**src/rtl/invaders_pkg.sv**
```systemverilog
// rtl/invaders_pkg.sv - shared game state type, scoring constants and life cap
package invaders_pkg;

  typedef enum logic [1:0] {
    IDLE      = 2'd0,
    PLAYING   = 2'd1,
    PAUSE     = 2'd2,
    GAME_OVER = 2'd3
  } game_state_t;

  // Points per kill as two packed BCD digits
  localparam logic [7:0] ROW0_POINTS = 8'h30;
  localparam logic [7:0] ROW1_POINTS = 8'h20;
  localparam logic [7:0] ROWN_POINTS = 8'h10;

  localparam int MAX_LIVES = 7;

  function automatic logic [7:0] row_points(input int unsigned row);
    case (row)
      0:       return ROW0_POINTS;
      1:       return ROW1_POINTS;
      default: return ROWN_POINTS;
    endcase
  endfunction

endpackage

```
**src/rtl/bcd_score_adder.sv**
```systemverilog
// rtl/bcd_score_adder.sv - packed BCD score plus two-digit BCD points, saturating at all nines
module bcd_score_adder #(
  parameter int DIGITS = 4
) (
  input  logic [4*DIGITS-1:0] score_in,
  input  logic [7:0]          points,
  output logic [4*DIGITS-1:0] score_out
);

  logic [4*DIGITS-1:0] addend;
  logic [4*DIGITS-1:0] raw;
  logic [4*DIGITS-1:0] nines;
  logic [4:0]          digit_sum;
  logic                carry;

  always_comb begin
    addend      = '0;
    addend[7:0] = points;
    raw         = '0;
    nines       = '0;
    carry       = 1'b0;
    digit_sum   = '0;
    for (int d = 0; d < DIGITS; d++) begin
      digit_sum = {1'b0, score_in[4*d +: 4]} + {1'b0, addend[4*d +: 4]} + {4'b0, carry};
      if (digit_sum > 5'd9) begin
        raw[4*d +: 4] = 4'(digit_sum - 5'd10);
        carry         = 1'b1;
      end else begin
        raw[4*d +: 4] = digit_sum[3:0];
        carry         = 1'b0;
      end
      nines[4*d +: 4] = 4'h9;
    end
    // A carry out of the top digit means the score would wrap; clamp instead
    score_out = carry ? nines : raw;
  end

endmodule

```
**src/rtl/invaders_game_ctrl.sv**
```systemverilog
// rtl/invaders_game_ctrl.sv - invaders game state, collisions, score, lives and waves
// Optional extra life at 1000 points when INVADERS_EXTRA_LIFE_EN is defined.
module invaders_game_ctrl
  import invaders_pkg::*;
#(
  parameter int NUM_ROWS       = 3,
  parameter int NUM_COLUMNS    = 5,
  parameter int START_LIVES    = 3,
  parameter int RESPAWN_FRAMES = 60,
  parameter int WAVE_FRAMES    = 90,
  parameter int SCORE_DIGITS   = 4
) (
  input  logic                                  clk,
  input  logic                                  reset,
  input  logic                                  frame_tick,
  input  logic                                  display_on,
  input  logic                                  laser_gfx,
  input  logic                                  alien_pixel,
  input  logic [$clog2(NUM_ROWS)-1:0]           alien_row,
  input  logic [$clog2(NUM_COLUMNS)-1:0]        alien_col,
  input  logic                                  bomb_gfx,
  input  logic                                  cannon_gfx,
  input  logic                                  start,
  output logic [NUM_ROWS-1:0][NUM_COLUMNS-1:0]  alive_matrix,
  output logic                                  hit_alien,
  output logic [4*SCORE_DIGITS-1:0]             score,
  output logic [2:0]                            lives,
  output logic [7:0]                            wave,
  output game_state_t                           game_state,
  output logic                                  freeze
);

  localparam int ROW_W     = $clog2(NUM_ROWS);
  localparam int COL_W     = $clog2(NUM_COLUMNS);
  localparam int SCORE_W   = 4 * SCORE_DIGITS;
  localparam int PAUSE_MAX = (RESPAWN_FRAMES > WAVE_FRAMES) ? RESPAWN_FRAMES : WAVE_FRAMES;
  localparam int PAUSE_W   = $clog2(PAUSE_MAX + 1);

  localparam logic [PAUSE_W-1:0] RESPAWN_CNT = PAUSE_W'(RESPAWN_FRAMES);
  localparam logic [PAUSE_W-1:0] WAVE_CNT    = PAUSE_W'(WAVE_FRAMES);
  localparam logic [PAUSE_W-1:0] BOTH_CNT    = PAUSE_W'(PAUSE_MAX);
  localparam logic [ROW_W-1:0]   ROW_LAST    = ROW_W'(NUM_ROWS - 1);
  localparam logic [COL_W-1:0]   COL_LAST    = COL_W'(NUM_COLUMNS - 1);

  typedef logic [NUM_ROWS-1:0][NUM_COLUMNS-1:0] alive_t;

  game_state_t        state_q, state_d;
  logic [SCORE_W-1:0] score_q, score_d, score_sum;
  logic [2:0]         lives_q, lives_d;
  logic [7:0]         wave_q, wave_d;
  alive_t             alive_q, alive_d, alive_killed;
  logic               hit_q, hit_d;
  logic               kill_lat_q, kill_lat_d;
  logic [ROW_W-1:0]   kill_row_q, kill_row_d;
  logic [COL_W-1:0]   kill_col_q, kill_col_d;
  logic               hit_lat_q, hit_lat_d;
  logic [PAUSE_W-1:0] pause_q, pause_d;
  logic               refill_q, refill_d;
  logic               tick_q;
  logic               start_q;

  logic               start_rise;
  logic               kill_now;
  logic               player_hit_now;
  logic [7:0]         kill_points;
  logic [3:0]         lives_calc;
  logic               wave_clear;

`ifdef INVADERS_EXTRA_LIFE_EN
  logic               bonus_q, bonus_d;
  logic               score_big;

  always_comb begin
    score_big = 1'b0;
    for (int d = 3; d < SCORE_DIGITS; d++) begin
      if (score_sum[4*d +: 4] != 4'd0) score_big = 1'b1;
    end
  end
`endif

  assign start_rise     = start & ~start_q;
  assign player_hit_now = display_on & bomb_gfx & cannon_gfx;
  assign kill_points    = row_points(32'(kill_row_q));

  always_comb begin
    kill_now = 1'b0;
    if (display_on && laser_gfx && alien_pixel && (alien_row <= ROW_LAST) && (alien_col <= COL_LAST))
      kill_now = alive_q[alien_row][alien_col];
  end

  always_comb begin
    alive_killed                         = alive_q;
    alive_killed[kill_row_q][kill_col_q] = 1'b0;
  end

  bcd_score_adder #(
    .DIGITS(SCORE_DIGITS)
  ) u_score_adder (
    .score_in (score_q),
    .points   (kill_points),
    .score_out(score_sum)
  );

  always_comb begin
    state_d    = state_q;
    score_d    = score_q;
    lives_d    = lives_q;
    wave_d     = wave_q;
    alive_d    = alive_q;
    hit_d      = 1'b0;
    kill_lat_d = kill_lat_q;
    kill_row_d = kill_row_q;
    kill_col_d = kill_col_q;
    hit_lat_d  = hit_lat_q;
    pause_d    = pause_q;
    refill_d   = refill_q;
    lives_calc = {1'b0, lives_q};
    wave_clear = 1'b0;
`ifdef INVADERS_EXTRA_LIFE_EN
    bonus_d    = bonus_q;
`endif
    case (state_q)
      IDLE, GAME_OVER: begin
        if (start_rise) begin
          state_d    = PLAYING;
          score_d    = '0;
          lives_d    = 3'(START_LIVES);
          wave_d     = 8'd1;
          alive_d    = '1;
          kill_lat_d = 1'b0;
          hit_lat_d  = 1'b0;
          pause_d    = '0;
          refill_d   = 1'b0;
`ifdef INVADERS_EXTRA_LIFE_EN
          bonus_d    = 1'b0;
`endif
        end
      end
      PLAYING: begin
        if (tick_q) begin
          // Frame boundary: commit whatever the previous frame latched
          kill_lat_d = 1'b0;
          hit_lat_d  = 1'b0;
          if (kill_lat_q) begin
            alive_d    = alive_killed;
            score_d    = score_sum;
            hit_d      = 1'b1;
            wave_clear = (alive_killed == '0);
          end
          if (hit_lat_q) lives_calc = lives_calc - 4'd1;
`ifdef INVADERS_EXTRA_LIFE_EN
          if (kill_lat_q && !bonus_q && score_big) begin
            bonus_d = 1'b1;
            if (lives_calc < 4'(MAX_LIVES)) lives_calc = lives_calc + 4'd1;
          end
`endif
          lives_d = lives_calc[2:0];
          if (hit_lat_q && (lives_calc == 4'd0)) begin
            state_d = GAME_OVER;
          end else if (hit_lat_q || wave_clear) begin
            state_d  = PAUSE;
            refill_d = wave_clear;
            if (hit_lat_q && wave_clear) pause_d = BOTH_CNT;
            else if (hit_lat_q)          pause_d = RESPAWN_CNT;
            else                         pause_d = WAVE_CNT;
          end
        end else begin
          if (!kill_lat_q && kill_now) begin
            kill_lat_d = 1'b1;
            kill_row_d = alien_row;
            kill_col_d = alien_col;
          end
          if (player_hit_now) hit_lat_d = 1'b1;
        end
      end
      PAUSE: begin
        if (frame_tick) begin
          if (pause_q <= PAUSE_W'(1)) begin
            state_d = PLAYING;
            pause_d = '0;
            if (refill_q) begin
              alive_d  = '1;
              wave_d   = (wave_q == 8'd255) ? 8'd1 : wave_q + 8'd1;
              refill_d = 1'b0;
            end
          end else begin
            pause_d = pause_q - PAUSE_W'(1);
          end
        end
      end
      default: state_d = IDLE;
    endcase
  end

  always_ff @(posedge clk) begin
    if (reset) begin
      state_q    <= IDLE;
      score_q    <= '0;
      lives_q    <= 3'(START_LIVES);
      wave_q     <= '0;
      alive_q    <= '1;
      hit_q      <= 1'b0;
      kill_lat_q <= 1'b0;
      kill_row_q <= '0;
      kill_col_q <= '0;
      hit_lat_q  <= 1'b0;
      pause_q    <= '0;
      refill_q   <= 1'b0;
      tick_q     <= 1'b0;
      start_q    <= 1'b0;
`ifdef INVADERS_EXTRA_LIFE_EN
      bonus_q    <= 1'b0;
`endif
    end else begin
      state_q    <= state_d;
      score_q    <= score_d;
      lives_q    <= lives_d;
      wave_q     <= wave_d;
      alive_q    <= alive_d;
      hit_q      <= hit_d;
      kill_lat_q <= kill_lat_d;
      kill_row_q <= kill_row_d;
      kill_col_q <= kill_col_d;
      hit_lat_q  <= hit_lat_d;
      pause_q    <= pause_d;
      refill_q   <= refill_d;
      tick_q     <= frame_tick;
      start_q    <= start;
`ifdef INVADERS_EXTRA_LIFE_EN
      bonus_q    <= bonus_d;
`endif
    end
  end

  assign alive_matrix = alive_q;
  assign hit_alien    = hit_q;
  assign score        = score_q;
  assign lives        = lives_q;
  assign wave         = wave_q;
  assign game_state   = state_q;
  assign freeze       = (state_q != PLAYING);

endmodule

```
**config.mk**
```make
export PLATFORM = sky130hd
export DESIGN_NAME = invaders_game_ctrl
export DESIGN_NICKNAME = d
export VERILOG_FILES = /design/src/rtl/invaders_pkg.sv /design/src/rtl/bcd_score_adder.sv /design/src/rtl/invaders_game_ctrl.sv
export SDC_FILE = /design/constraint.sdc
export NUM_CORES = 1
export LEC_CHECK = 0
export CAP_MARGIN = 20
export CORE_MARGIN = 2
export CORE_UTILIZATION = 59
export DETAILED_ROUTE_END_ITERATION = 8
export GPL_ROUTABILITY_DRIVEN = 0
export GPL_TIMING_DRIVEN = 0
export MAX_ROUTING_LAYER = met4
export PLACE_DENSITY = 0.86
export SLEW_MARGIN = 10
export SYNTH_ARGS = -nofsm -noshare
export SYNTH_HDL_FRONTEND = slang
export SYNTH_HIERARCHICAL = 1
export SYNTH_SLANG_ARGS = --single-unit
```
**constraint.sdc**
```tcl
create_clock -name clk -period 7.6 [get_ports clk]
set_input_delay 1.52 -clock clk [delete_from_list [all_inputs] [get_ports clk]]
set_output_delay 1.52 -clock clk [all_outputs]
set_load 0.05 [all_outputs]
```
# Word-level counts from Yosys, hierarchy flattened

Cells that the tools add are included.
Widths: inputs -> output; s select.

Word-level logic and storage cells: 170
Register bits: 62

Equal/unequal tests: 17
$lt $le $gt $ge: 13
Mux-type cells: 75
Add/sub/neg operators: 12
Bitwise operators: 8
Reductions and logical operators: 29

Operator list:

| cell                | number |
|---|---|
| $mux 15             | 6 |
| $mux 16             | 4 |
| $mux 7              | 8 |
| $pmux 15 s3         | 1 |
| $mux 8              | 5 |
| $pmux 16 s2         | 1 |
| $mux 4              | 7 |
| $mux 1              | 21 |
| $pmux 7 s3          | 1 |
| $gt 5x4->1 const B  | 4 |
| $ne 2x2->1 const B  | 8 |
| $pmux 8 s2          | 1 |
| $sub 4x4->4 const B | 4 |
| $and 15x15->15      | 1 |
| $logic_not 15->1    | 1 |
| $not 15->15         | 1 |
| $reduce_and 5->1    | 3 |
| $mux 2              | 6 |
| $pmux 6 s2          | 1 |
| $reduce_and 3->1    | 4 |
| $reduce_and 6->1    | 2 |
| $add 4x1->5         | 2 |
| $bmux 5 s2          | 1 |
| $demux 5 s2         | 1 |
| 37 further kinds    | 60 |

# Depth between registers and ports, before layout

Depth after elaboration: 18
Mapped depth: 27
Gate-level depth less buffers: 25

# Hierarchy

The synthesis kept the hierarchy.

Modules (own cells, without submodules):

| module             | times used | area each (um^2) | sequential area each (um^2) | cells an instance |
|---|---|---|---|---|
| invaders_game_ctrl | 1          | 3081.7           | 1241.2                      | 383 |
| bcd_score_adder    | 1          | 1037.2           | 0.0                         | 146 |

# Least setup slack after synthesis

No wires, ideal clock.

Kind: reg-to-reg
From: reg score_q[1], in the netlist score[1]
To: reg score_q[5], in the netlist score[5]
Data arrival time: 5522 ps
Path slack: 2008 ps
Required time: 7530 ps
Period minus slack after synthesis: 5592 ps
Library setup time: 70 ps
Stages on the path, launching flop included: 25
Buffers on the path: 2
Cell sequence: dfxtp_1 -> inv_1 -> fa_1 -> nand2_1 -> a21oi_1 -> fa_1 -> inv_1 -> fa_1 -> inv_1 -> and2_1 -> o21ai_0 -> ha_1 -> ha_1 -> clkbuf_1 -> nor4bb_1 -> nor3_1 -> ha_1 -> ha_1 -> or2_2 -> a21oi_1 -> or2_2 -> clkbuf_1 -> o311a_1 -> nand3_1 -> a21oi_1

Longest elaborated chain between the ends: 16

Ends and longest elaborated chain:

| what                   | line                      | source |
|---|---|---|
| from (decl)            | invaders_game_ctrl.sv:48  | `logic [SCORE_W-1:0] score_q, score_d, score_sum;` |
| from (signal assigned) | invaders_game_ctrl.sv:216 | `score_q <= score_d;` |
| $add 4x4->5 (*)        | bcd_score_adder.sv:24     | `digit_sum = {1'b0, score_in[4*d +: 4]} + {1'b0, addend[4*d +: 4]} + {4'b0, carry};` |
| $gt 5x4->1 (*)         | bcd_score_adder.sv:25     | `if (digit_sum > 5'd9) begin` |
| $mux 1 (*)             | bcd_score_adder.sv:25     |  |
| $add 5x1->5 (*)        | bcd_score_adder.sv:24     |  |
| $gt 5x4->1             | bcd_score_adder.sv:25     |  |
| $mux 1                 | bcd_score_adder.sv:25     |  |
| $add 4x1->5            | bcd_score_adder.sv:24     |  |
| $gt 5x4->1             | bcd_score_adder.sv:25     |  |
| $mux 1                 | bcd_score_adder.sv:25     |  |
| $add 4x1->5            | bcd_score_adder.sv:24     |  |
| $gt 5x4->1             | bcd_score_adder.sv:25     |  |
| $mux 1                 | bcd_score_adder.sv:25     |  |
| $mux 16 (*)            | bcd_score_adder.sv:35     | `score_out = carry ? nines : raw;` |
| named net score_sum[5] | invaders_game_ctrl.sv:48  |  |
| $mux 16 (*)            | invaders_game_ctrl.sv:144 | `if (kill_lat_q) begin` |
| $mux 16 (*)            | invaders_game_ctrl.sv:140 | `if (tick_q) begin` |
| $pmux 16 s2 (*)        | invaders_game_ctrl.sv:122 | `case (state_q)` |

The timed path passes the listed nets; every way through them passes the cells marked *. The select of a mux whose other input is x is not followed.
A chain may end at the register's enable or synchronous reset.

# Worst setup path after layout

From: reg score_q[2], in the netlist score[2]
To: reg score_q[3], in the netlist score[3]

Longest elaborated chain between the ends: 16

Ends and longest elaborated chain:

| what                   | line |
|---|---|
| $add 4x4->5 (*)        | bcd_score_adder.sv:24 |
| $gt 5x4->1             | bcd_score_adder.sv:25 |
| $mux 1                 | bcd_score_adder.sv:25 |
| $add 5x1->5            | bcd_score_adder.sv:24 |
| $gt 5x4->1             | bcd_score_adder.sv:25 |
| $mux 1                 | bcd_score_adder.sv:25 |
| $add 4x1->5            | bcd_score_adder.sv:24 |
| $gt 5x4->1             | bcd_score_adder.sv:25 |
| $mux 1                 | bcd_score_adder.sv:25 |
| $add 4x1->5            | bcd_score_adder.sv:24 |
| $gt 5x4->1             | bcd_score_adder.sv:25 |
| $mux 1                 | bcd_score_adder.sv:25 |
| $mux 16 (*)            | bcd_score_adder.sv:35 |
| named net score_sum[3] | invaders_game_ctrl.sv:48 |
| $mux 16 (*)            | invaders_game_ctrl.sv:144 |
| $mux 16 (*)            | invaders_game_ctrl.sv:140 |
| $pmux 16 s2 (*)        | invaders_game_ctrl.sv:122 |

Marks and branches as above.

==> flow_metrics.py <==
metrics = {
    "status": {
        "status": "completed",
    },
    "logic_synthesis": {
        "ys.warnings.count": 6,
        "synth_cells": 529,
        "synth_edf_count": 0,
        "synth-seq-cells": 62,
        "yosysUniqueCellTypes": 81,
        "ys_seq_area_share_pct": 30.1,
        "async_flop_share_pct": 0,
        "synth-main-ff-cell": "dfxtp_1",
        "syn_area_per_cell_um2": 7.79,
        "synth_area_um2": 4120,
    },
    "critical_path": {
        "startpoint_type": "flop",
        "critical_path_class": "reg2reg",
        "reg2reg_depth": 24,
        "required_ps": 7820,
        "crit_path_end_kind": "flop",
        "path_max_fanout": 8,
        "r2r_slack_ps": 1420,
        "cp_data_arrival_time_ps": 6400,
        "r2r-end": "score[3]$_SDFFE_PP0P_",
        "worstReg2RegStart": "score[2]$_SDFFE_PP0P_",
    },
    "timing": {
        "hold_viol": 0,
        "rsz0062_at_grt": "false",
        "fin_skew_ps": 11.2,
        "worst_pin_slew_ps": 975,
        "slew_viol_final": 0,
        "setup_viol": 0,
        "finalCritPeriodShare_pct": 81.4,
        "fin_setup_tns_ps": 0,
        "fmax_mhz": 162,
        "slew_headroom_pct": 34.9,
        "min_period_ps": 6180,
    },
    "grt": {
        "grt_max_degree": 13,
        "grt_overflow_total": 0,
        "first_global_vias": 4087,
        "track_usage_pct": 30.9,
        "grt_pass1_wl_um": 18300,
        "antenna_found_initial": 0,
    },
    "cts": {
        "clk_latency_ps": 360,
        "cts.htree.levels": 3,
        "cts_buffers": 9,
        "post-cts-setup-buffers": 0,
        "cts.path.max_buffers": 2,
        "clkTransAtPathRegs_ps": 80,
        "cts-root-buf": "clkbuf_8",
        "cts_tree": "built",
        "hold_buffers": 0,
        "cts_resized": 0,
        "cts.sinks": 62,
    },
    "pwr": {
        "power_w": 0.00101,
        "vdd_drop_max_uv": 124,
        "p_leak_nw": 1.88,
        "power.density_nw_per_um2": 202,
    },
    "place": {
        "portBuffers": 57,
        "hpwl_um": 8210,
    },
    "cells_and_area": {
        "nNetsFinal": 640,
        "final_cell_mix": "dfxtp_1 (62), nand2_1 (61), clkdlybuf4s50_1 (57)",
        "drive_above_1_share_pct": 8.06,
        "layout_commonest_cell": "dfxtp_1",
        "area_delta_synth_final_pct": 21.6,
        "diodes": 0,
        "final_util_pct": 74.1,
    },
    "detailed_routing": {
        "viasPerCell": 6.36,
        "firstDrtPassIters": 5,
        "vias": 4378,
        "avgRoutedWirePerCell_um": 16.4,
        "drtAntennaViolNets": 0,
        "drt_iter0_markers": 281,
        "drt-total-wl_um": 11300,
        "drc": 0,
    },
    "die": {
        "die_y_um": 87.6,
        "initial_utilization_pct": 61.0,
        "die_x_um": 87.6,
        "io_pins": 60,
        "coreArea_um2": 6760,
        "dieArea_um2": 7670,
        "rows": 30,
    },
    "job": {
        "drv_cap": 0,
    },
    "hold_path": {
        "worstHoldStart": "score[10]$_SDFFE_PP0P_",
        "min_delay_path_depth": 2,
        "hp-class": "reg2reg",
        "min_to": "score[10]$_SDFFE_PP0P_",
    },
}
power by group:
group / switching, W / leakage (nW) / internal [W]
combinational: 0.000240 / 1.28 / 0.000124
clock: 0.000144 / 0.0996 / 0.000152
sequential: 0.0000138 / 0.502 / 0.000336
worst max-delay path by stage:
stage                               start                     to  slack [ps]  depth (start not counted)
floorplan           score[1]$_SDFFE_PP0P_  score[5]$_SDFFE_PP0P_        2010                         24
global placement    score[2]$_SDFFE_PP0P_  score[3]$_SDFFE_PP0P_        1700                         24
detailed placement  score[2]$_SDFFE_PP0P_  score[5]$_SDFFE_PP0P_        1570                         24
CTS                 score[2]$_SDFFE_PP0P_  score[5]$_SDFFE_PP0P_        1530                         24
global route        score[2]$_SDFFE_PP0P_  score[3]$_SDFFE_PP0P_         950                         24
finish              score[2]$_SDFFE_PP0P_  score[3]$_SDFFE_PP0P_        1420                         24
cell usage after synthesis (3+ instances only):
cell type | number | area (um^2)
or3b_2 | 3 | 26.3
o22ai_1 | 4 | 25.0
or3b_1 | 3 | 26.3
nand2_1 | 61 | 229
xnor2_1 | 6 | 52.6
o21ai_0 | 25 | 125
o211ai_1 | 3 | 22.5
and3_1 | 4 | 25.0
a21oi_1 | 45 | 225
o21ai_1 | 4 | 20.0
a311oi_1 | 3 | 26.3
o41ai_1 | 4 | 35.0
a211oi_1 | 3 | 22.5
xor2_1 | 3 | 26.3
dfxtp_1 | 62 | 1240
fa_1 | 3 | 60.1
a41oi_1 | 3 | 26.3
nor2_1 | 38 | 143
a221oi_1 | 3 | 26.3
buf_2 | 5 | 25.0
nand3b_1 | 4 | 30.0
nor2b_1 | 3 | 18.8
nor3_1 | 19 | 95.1
nand3_1 | 22 | 110
a31oi_1 | 6 | 37.5
or3_1 | 6 | 37.5
nor4_1 | 3 | 18.8
nand4_1 | 5 | 31.3
or4_1 | 4 | 30.0
or2_2 | 7 | 43.8
mux2i_1 | 9 | 90.1
ha_1 | 20 | 250
o31ai_1 | 9 | 67.6
clkbuf_1 | 15 | 56.3
a211o_1 | 4 | 35.0
nand2b_1 | 17 | 106
inv_1 | 31 | 116
per-layer routing:
| layer | GRT usage (%) | part of all wire [%] | up-vias | routed length [um] |
|---|---|---|---|---|
| met5 | - | 0 | - | 0 |
| met4 | 14.4 | 2.5 | 0 | 284 |
| met3 | 5.09 | 7.4 | 35 | 838 |
| met2 | 49.4 | 48 | 226 | 5430 |
| met1 | 38.3 | 42 | 2033 | 4750 |
| li1 | - | - | 2084 | - |
cell families (layout without fill, tap and decap cells):
logic type                 count (synthesis)  in the layout  share of synthesized area, %
and+or+nand+nor                          212            212                          26.8
xor gates and xnor gates                   9              9                          1.91
AOI/OAI and AO/OA                        154            154                          25.2
DFF                                       62             62                          30.1
muxes                                     10             10                          2.46
adders and majority gates                 23             23                          7.53
buffers and inverters                     58            131                          5.89
other                                      1              7                        0.0910
stage by stage:
stage | area (um^2) | hold slack, ps | setup WS, ps | instances
after floorplan | 4140 | 460 | 2010 | 535
after global placement | 4810 | 458 | 1700 | 672
after detailed placement | 4810 | 458 | 1570 | 672
after CTS | 5010 | 469 | 1530 | 688
after global routing | 5010 | 484 | 951 | 688
final | 5010 | 463 | 1420 | 688
state kept, by name (all words and copies together), names as in the netlist, 2 cells and up:
name	flops
score	16
alive_matrix	15
wave	8
pause_q	7
kill_col_q	3
lives	3
game_state	2
kill_row_q	2
worst max-delay path, cell delays in order (launching register included):
cell      delay [ps]
dfxtp_1          330
ha_1             400
xor2_1           320
nand2_1          150
a21oi_1          200
fa_1             250
inv_1             70
fa_1             470
a21o_2           230
a21oi_1          240
o21ai_0          160
ha_1             250
ha_1             190
clkbuf_1         180
nor4bb_1         570
nor3_1           130
ha_1             270
ha_1             320
or2_2            270
a21oi_1          170
or2_2            140
clkbuf_1         340
o311ai_0         220
nand3_1          120
a21oi_1           70
cell type report:
| class | instances | area, um^2 |
|---|---|---|
| clock inverters | 7 | 73.8 |
| inverters | 33 | 126 |
| repair buffers | 57 | 571 |
| flip-flops and latches | 62 | 1240 |
| well taps | 80 | 100 |
| clock buffers | 9 | 124 |
| plain buffers | 25 | 116 |
| multi-input cells | 415 | 2660 |
| fillers | 527 | 1750 |
Power figures use the tool's default switching activity.
